**src/rtl/demux_stream_scheduler.sv**
```systemverilog
// Steers a valid/ready input stream onto four output channels, round-robin in
// bursts of BURST_LEN beats or fixed to one channel, through a one-beat output register.
module demux_stream_scheduler #(
  parameter int DW        = 8,
  parameter int BURST_LEN = 4
) (
  input  logic          clk,
  input  logic          rst_n,
  input  logic          in_valid,
  input  logic [DW-1:0] in_data,
  output logic          in_ready,
  input  logic          mode,
  input  logic [1:0]    fix_sel,
  input  logic [3:0]    ch_en,
  output logic [3:0]    out_valid,
  output logic [DW-1:0] out_data,
  input  logic [3:0]    out_ready,
  output logic [1:0]    cur_sel,
  output logic [7:0]    beat_cnt
);

  localparam logic [7:0] BurstLen = 8'(BURST_LEN);

  logic          buf_valid_q, buf_valid_d;
  logic [1:0]    buf_sel_q, buf_sel_d;
  logic [DW-1:0] buf_data_q, buf_data_d;
  logic [1:0]    ptr_q, ptr_d;
  logic [7:0]    cnt_q, cnt_d;

  logic [1:0]    tgt;
  logic          drain;
  logic          capture;
  logic [7:0]    burst_n;

  // First enabled channel after p, searching p+1, p+2, p+3 and finally p itself.
  function automatic logic [1:0] next_en(input logic [1:0] p, input logic [3:0] en);
    logic [1:0] r;
    logic [1:0] c;
    r = p;
    for (int k = 3; k >= 1; k--) begin
      c = p + 2'(k);
      if (en[c]) r = c;
    end
    return r;
  endfunction

  always_comb begin
    tgt      = mode ? fix_sel : (ch_en[ptr_q] ? ptr_q : next_en(ptr_q, ch_en));
    drain    = buf_valid_q && out_ready[buf_sel_q];
    in_ready = rst_n && ch_en[tgt] && (!buf_valid_q || drain);
    capture  = in_valid && in_ready;
    burst_n  = ((tgt == ptr_q) ? cnt_q : 8'd0) + 8'd1;
  end

  // NOTE: every next-state signal takes its held value first, so no path infers a latch.
  always_comb begin
    buf_valid_d = buf_valid_q;
    buf_sel_d   = buf_sel_q;
    buf_data_d  = buf_data_q;
    ptr_d       = ptr_q;
    cnt_d       = cnt_q;
    if (capture) begin
      buf_valid_d = 1'b1;
      buf_sel_d   = tgt;
      buf_data_d  = in_data;
      if (!mode) begin
        if (burst_n == BurstLen) begin
          ptr_d = next_en(tgt, ch_en);
          cnt_d = 8'd0;
        end else begin
          ptr_d = tgt;
          cnt_d = burst_n;
        end
      end
    end else if (drain) begin
      buf_valid_d = 1'b0;
    end
  end

  // NOTE: non-blocking assignments so every register updates from pre-edge values.
  always_ff @(posedge clk) begin
    if (!rst_n) begin
      buf_valid_q <= 1'b0;
      buf_sel_q   <= 2'd0;
      // NOTE: the data register is reset too because it drives out_data directly.
      buf_data_q  <= '0;
      ptr_q       <= 2'd0;
      cnt_q       <= 8'd0;
    end else begin
      buf_valid_q <= buf_valid_d;
      buf_sel_q   <= buf_sel_d;
      buf_data_q  <= buf_data_d;
      ptr_q       <= ptr_d;
      cnt_q       <= cnt_d;
    end
  end

  assign out_valid = buf_valid_q ? (4'b0001 << buf_sel_q) : 4'b0000;
  assign out_data  = buf_data_q;
  assign cur_sel   = ptr_q;
  assign beat_cnt  = cnt_q;

endmodule

```
**config.mk**
```make
export PLATFORM = sky130hd
export DESIGN_NAME = demux_stream_scheduler
export DESIGN_NICKNAME = d
export VERILOG_FILES = /design/src/rtl/demux_stream_scheduler.sv
export SDC_FILE = /design/constraint.sdc
export NUM_CORES = 1
export LEC_CHECK = 0
export BUFFER_PORTS_ARGS = -buffer_cell sky130_fd_sc_hd__buf_4
export CORE_ASPECT_RATIO = 1.25
export CORE_MARGIN = 1.5
export CORE_UTILIZATION = 40
export DETAILED_ROUTE_END_ITERATION = 16
export PLACE_DENSITY = 0.7
export SLEW_MARGIN = 5
export SYNTH_ARGS = -nofsm -noshare
export SYNTH_HDL_FRONTEND = slang
export SYNTH_SLANG_ARGS = --single-unit
```
**constraint.sdc**
```tcl
create_clock -name clk -period 4 [get_ports clk]
set_input_delay 0.2 -clock clk [delete_from_list [all_inputs] [get_ports clk]]
set_output_delay 0.2 -clock clk [all_outputs]
set_load 0.02 [all_outputs]
```
# Word-level counts from Yosys, hierarchy flattened
# Index checks and enable logic that the tools add are counted.
# Widths: inputs -> output; s select.
# word_totals
regBits	21
input_bits	22
out_inout_bits	23
wordCells	65
# op_classes
n_addsub	7
magnitude_cmp	9
eq_ne	2
shift	1
n_mux	32
bitwise	1
n_reduce_logical	8
# op_table
cell	n
$lt 2x3->1 const B	9
$bmux 1 s2	9
$mux 2	9
$mux 8	2
$mux 1	11
$add 2x2->2 const B	4
$add 8x1->8 const B	1
$eq 8x3->1 const B	1
$add 2x1->2 const B	2
$logic_and 1x1->1	4
$mux 4	1
$shl 1x2->4 const A	1
$eq 2x2->1	1
$reduce_and 2->1	1
$reduce_bool 2->1	1
$logic_not 1->1	1
$logic_or 1x1->1	1
$not 1->1	1

# Logic depth before layout (Yosys ltp)
# logic_depth
word_depth	15
depth_mapped	16
mapped_depth_nobuf	14

# Least setup slack after synthesis
# OpenSTA, ideal clock, no wires.
# synth_timing
path_type	reg-to-reg
from	register ptr_q[1], in the netlist cur_sel[1]
to	register ptr_q[0], in the netlist cur_sel[0]
setup_ps	74
t_arrival_ps	3484
t_required_ps	3926
path_slack_ps	442
path_stages_with_launch	17
n_path_buf	2
synth_period_minus_slack_ps	3558
path_cell_list	dfxtp_1 buf_4 nand2b_1 a21oi_2 nor3_1 mux2i_1 o2bb2ai_1 buf_2 and2_1 ha_1 nand2b_1 or3_1 nor3_2 nor2b_1 a21oi_1 or4b_1 a31oi_1
# synth_via
elab_chain_len	15
elab_cells_between_ends	39
classes_between	add/sub (7); eq/ne (2); mux (26); reduce/logical (4)
# synth_lines
element	line_no	rtl
start, declared	27	logic [1:0] ptr_q, ptr_d;
start signal, assigned	93	ptr_q <= ptr_d;
parallel branches: the longest is 15 deep, another holds $add 8x1->8	n/a	
# Parallel ways; which one is timed is not known. The select of a mux whose other input is x is not followed.
# A chain may end at the register's enable or synchronous reset.

# Worst setup path in the final report
# Same ends and word-level chain as after synthesis.

==> metrics list <==
* Net switching component of the power: 0.000149 W
- In the routed layout, each cell is associated on average with a via count of 5.71.
- Seq pwr share: 0.454
- For the pin with the worst max-slew slack, the measured transition is 0.477 ns.
* PortBufs: 44
- Startpoint types: flip-flop
- The first detailed-routing pass took 10 iterations.
- In this run the vertical extent of the chip is 71.5 µm.
- Via count of the first global-routing pass: 1314
- Post-synthesis cell count: 187
* Std-Cell Core Area: 3540 µm²
* Number of vias in the routed layout: 1507
* Sink count of the clock tree: 21
- Full die area: 4130 µm²
- Across every metal layer, demand over resource in global routing totals 0.176.
- The floorplan step set the die width to 57.8 µm.
- Cell internal power was estimated by the tool at 0.000350 W.
- RSZ-0062 raised after global routing: false
- Site row count: 24
- sky130_fd_sc_hd__dfxtp_1 takes more of the synthesized area than any other cell.
- The library cells used most frequently in the layout, excluding fill and tap cells, are 46 x sky130_fd_sc_hd__buf_4, 21 x sky130_fd_sc_hd__dfxtp_1, 17 x sky130_fd_sc_hd__nand2_1, 12 x sky130_fd_sc_hd__a21oi_1, 10 x sky130_fd_sc_hd__mux2i_1.
- Hold is met by 0.201 ns.
* Synth top area cells: sky130_fd_sc_hd__dfxtp_1 28%, sky130_fd_sc_hd__mux2i_1 6.7%, sky130_fd_sc_hd__nand2_1 4.3%, sky130_fd_sc_hd__a21oi_1 4.0%, sky130_fd_sc_hd__nor2b_1 3.8%
* Final Hold Violating Endpoints: 0
* Yosys reg bits: 21
- Total of hold buffers inserted after clock tree synthesis: 0
- In the final design database the tool counted 249 nets.
- Of the cells placed in the final design, the portion with a size suffix greater than 1 is 0.284.
* Failing checks: design-rule violations
- Final routed wirelength across all metal layers: 3660 µm
- 0 antenna diodes ended up in the layout.
- When the netlist entered floorplanning its net count stood at 210.
- Count of flip-flops with a built-in enable after synthesis: 0
* Clock transition time at the flip-flop clock pins of the worst setup and hold paths: 0.08 ns
* Clock tree from TritonCTS: done
- Count of unresolved DRC violations after routing: 4
* CTS root buffer: sky130_fd_sc_hd__clkbuf_8
- Average footprint of a synthesized cell: 8.03 µm²
- In this run the static leakage power is 0.780 nW.
- In this run, post-CTS repair resized a total of 0 instances.
- Once layout is complete, the utilization of the core stands at 0.529.
- Combined buffer and inverter count along the critical path: 0
- The Yosys step of the flow raised 0 warnings.
- Kind of cell adding the most delay to the critical path: simple AND/OR/NAND/NOR gates
- Of the post-synthesis cell area, the dominant cell type holds 0.280.
- At the later pin of the worst-skew pair, clock insertion delay measures 0.26 ns.
- Boundary pin count: 45
* Crit-path max cell delay: 0.51 ns
* Placed cell areas: 1830 µm²
* Endpoint class of the critical path: flip-flop
- In this run the worst hold path is classified as in2reg.
* Primary FF master, synth: sky130_fd_sc_hd__dfxtp_1
- Buffers added to address setup during post-CTS repair amount to 0.
* Fin crit share: 0.865
- Once layout is done, the placed cells without fillers occupy 1870 µm².
- Crit Path Max Fanout: 11
- Drt wl/cell: 13.9 µm
- Post-Syn Area: 1500 µm²
* Maximum buffer depth of the clock tree: 2
- Power, Total: 0.000498 W
- The clock period could shrink to 3.46 ns.
- 1st-iter DRT viols: 81
* Post-synthesis cell type count: 55
- Maximum vdd ir drop: 0.000198 V
- Of the total power, the share spent switching nets is 0.298.
* First-pass GRT wire length: 5840 µm
- The critical path starts at cur_sel[1].
- Leaving out fill and tap cells, the most frequent cell in the layout is sky130_fd_sc_hd__buf_4.
- Final global-route overflow total: 0
- Largest net degree at the start of global routing: 28
- Synth-to-layout area growth: 24.8%
- Gp weighted congestion: 0.848
- Setup violations remaining at the end of the flow were counted as 0.
- CP max-delay cell: sky130_fd_sc_hd__dfxtp_1
- Min-delay src: in_data[7]
- The startpoint identified for the worst register-to-register timing path is cur_sel[1].
* Starting density of the core: 0.424
- Summed over all failing endpoints, the final setup total negative slack is 0 ns.
- The signal on the critical path passes through nand2b_1 > a21oi_2 > nor3_1 > mux2i_1 > o2bb2ai_1 > and2_1 > ha_1 > nand2b_1 > or3_1 > nor3_2 > nor2b_1 > a21oi_1 > or4b_1 > a31oi_1.
- The max-slew violation total from the final report came to 0.
- Counting flops with an async set or reset pin after synthesis yields a share of 0.
* Max-cap violations: 0
- Gate power share: 0.275
* PwrDens: 266 nW/µm²
- Power share of the clock group: 0.272
- The cell that appears most often on the critical path is sky130_fd_sc_hd__nand2b_1.
- Antenna violation net count after detailed routing: 0
- Critical path data arrival time: 3.64 ns
* CTS H-Tree Depth: 1
- Worst path required time: 4.18 ns
- Maximum clock rate: 289 MHz
- Run status: complete, but fails checks
- The number of antenna violations at the first check in global routing came to 0.
* CTS Buf Count: 3
* Seq/Total Area, Yosys: 0.280
- Between clock sinks in the finished design, the worst skew comes to 0.00540 ns.
- Half-perimeter wire length of the detailed placement result: 2690 µm
- Crit path kind: reg2reg
- Measured against its own limit, the worst slew margin works out to 0.678.
cells in the mapped netlist, types with 6 or more instances:
| cell | instances |
|---|---|
| sky130_fd_sc_hd__a21oi_1 | 12 |
| sky130_fd_sc_hd__and3_1 | 7 |
| sky130_fd_sc_hd__dfxtp_1 | 21 |
| sky130_fd_sc_hd__inv_1 | 8 |
| sky130_fd_sc_hd__mux2i_1 | 10 |
| sky130_fd_sc_hd__nand2_1 | 17 |
| sky130_fd_sc_hd__nand2b_1 | 6 |
| sky130_fd_sc_hd__nand3_1 | 9 |
| sky130_fd_sc_hd__nor2_1 | 7 |
| sky130_fd_sc_hd__nor2b_1 | 9 |
| sky130_fd_sc_hd__o21ai_0 | 7 |
metal layers:
layer  track usage  routed length [µm]
met5             0                   0
met4        0.0388                  20
met3        0.0271                 218
met2         0.306                1790
met1         0.229                1640
cell families after synthesis:
family                     Yosys count  share of synthesized area
AOI/OAI and AO/OA                   55                      0.259
xor gates and xnor gates             1                    0.00583
adders and majority gates            1                    0.00833
buffers and inverters               20                     0.0658
DFF                                 21                      0.280
muxes                               11                     0.0817
and+or+nand+nor                     78                      0.299
flip-flops by register name (all words and copies together), names as in the netlist:
register and count:
beat_cnt 8, buf_sel_q 2, buf_valid_q 1, cur_sel 2
out_data 8
metrics by stage:
stage / instances / worst slack, ns
floorplan: 187 / 0.442
global placement: 260 / 0.685
detailed placement: 260 / 0.625
CTS: 264 / 0.550
global route: 264 / 0.204
finish: 264 / 0.540
final timing paths:
kind | end | slack [ns] | cells past startpoint
max | cur_sel[0] | 0.54 | 14
max reg2reg | cur_sel[0] | 0.54 | 14
min reg2reg | beat_cnt[1] | 0.51 | 2
min | out_data[7] | 0.20 | 3
power groups by stage:
stage          clock, W  combinational [W]  sequential, W
6_report       0.000135           0.000137       0.000226
3_5_place_dp          0           0.000136       0.000231
5_1_grt        0.000150           0.000148       0.000228
2_1_floorplan         0          0.0000881       0.000236
4_1_cts        0.000141           0.000137       0.000226
3_3_place_gp          0           0.000136       0.000230
tightest hold or removal path, cell delays in order:
cell and delay [ns]:
sky130_fd_sc_hd__buf_4 0.07, sky130_fd_sc_hd__mux2i_1 0.05, sky130_fd_sc_hd__nor2b_1 0.09
cell type report:
cell class              instances  area (µm²)
well taps                      39        48.8
clock buffers                   3        41.3
inverters                       8        30.0
multi-input cells             146         982
fillers                       370        1670
clock inverters                 1        5.00
flip-flops and latches         21         420
repair buffers                 46         345
No activity file was read; power rests on OpenSTA's default activity.
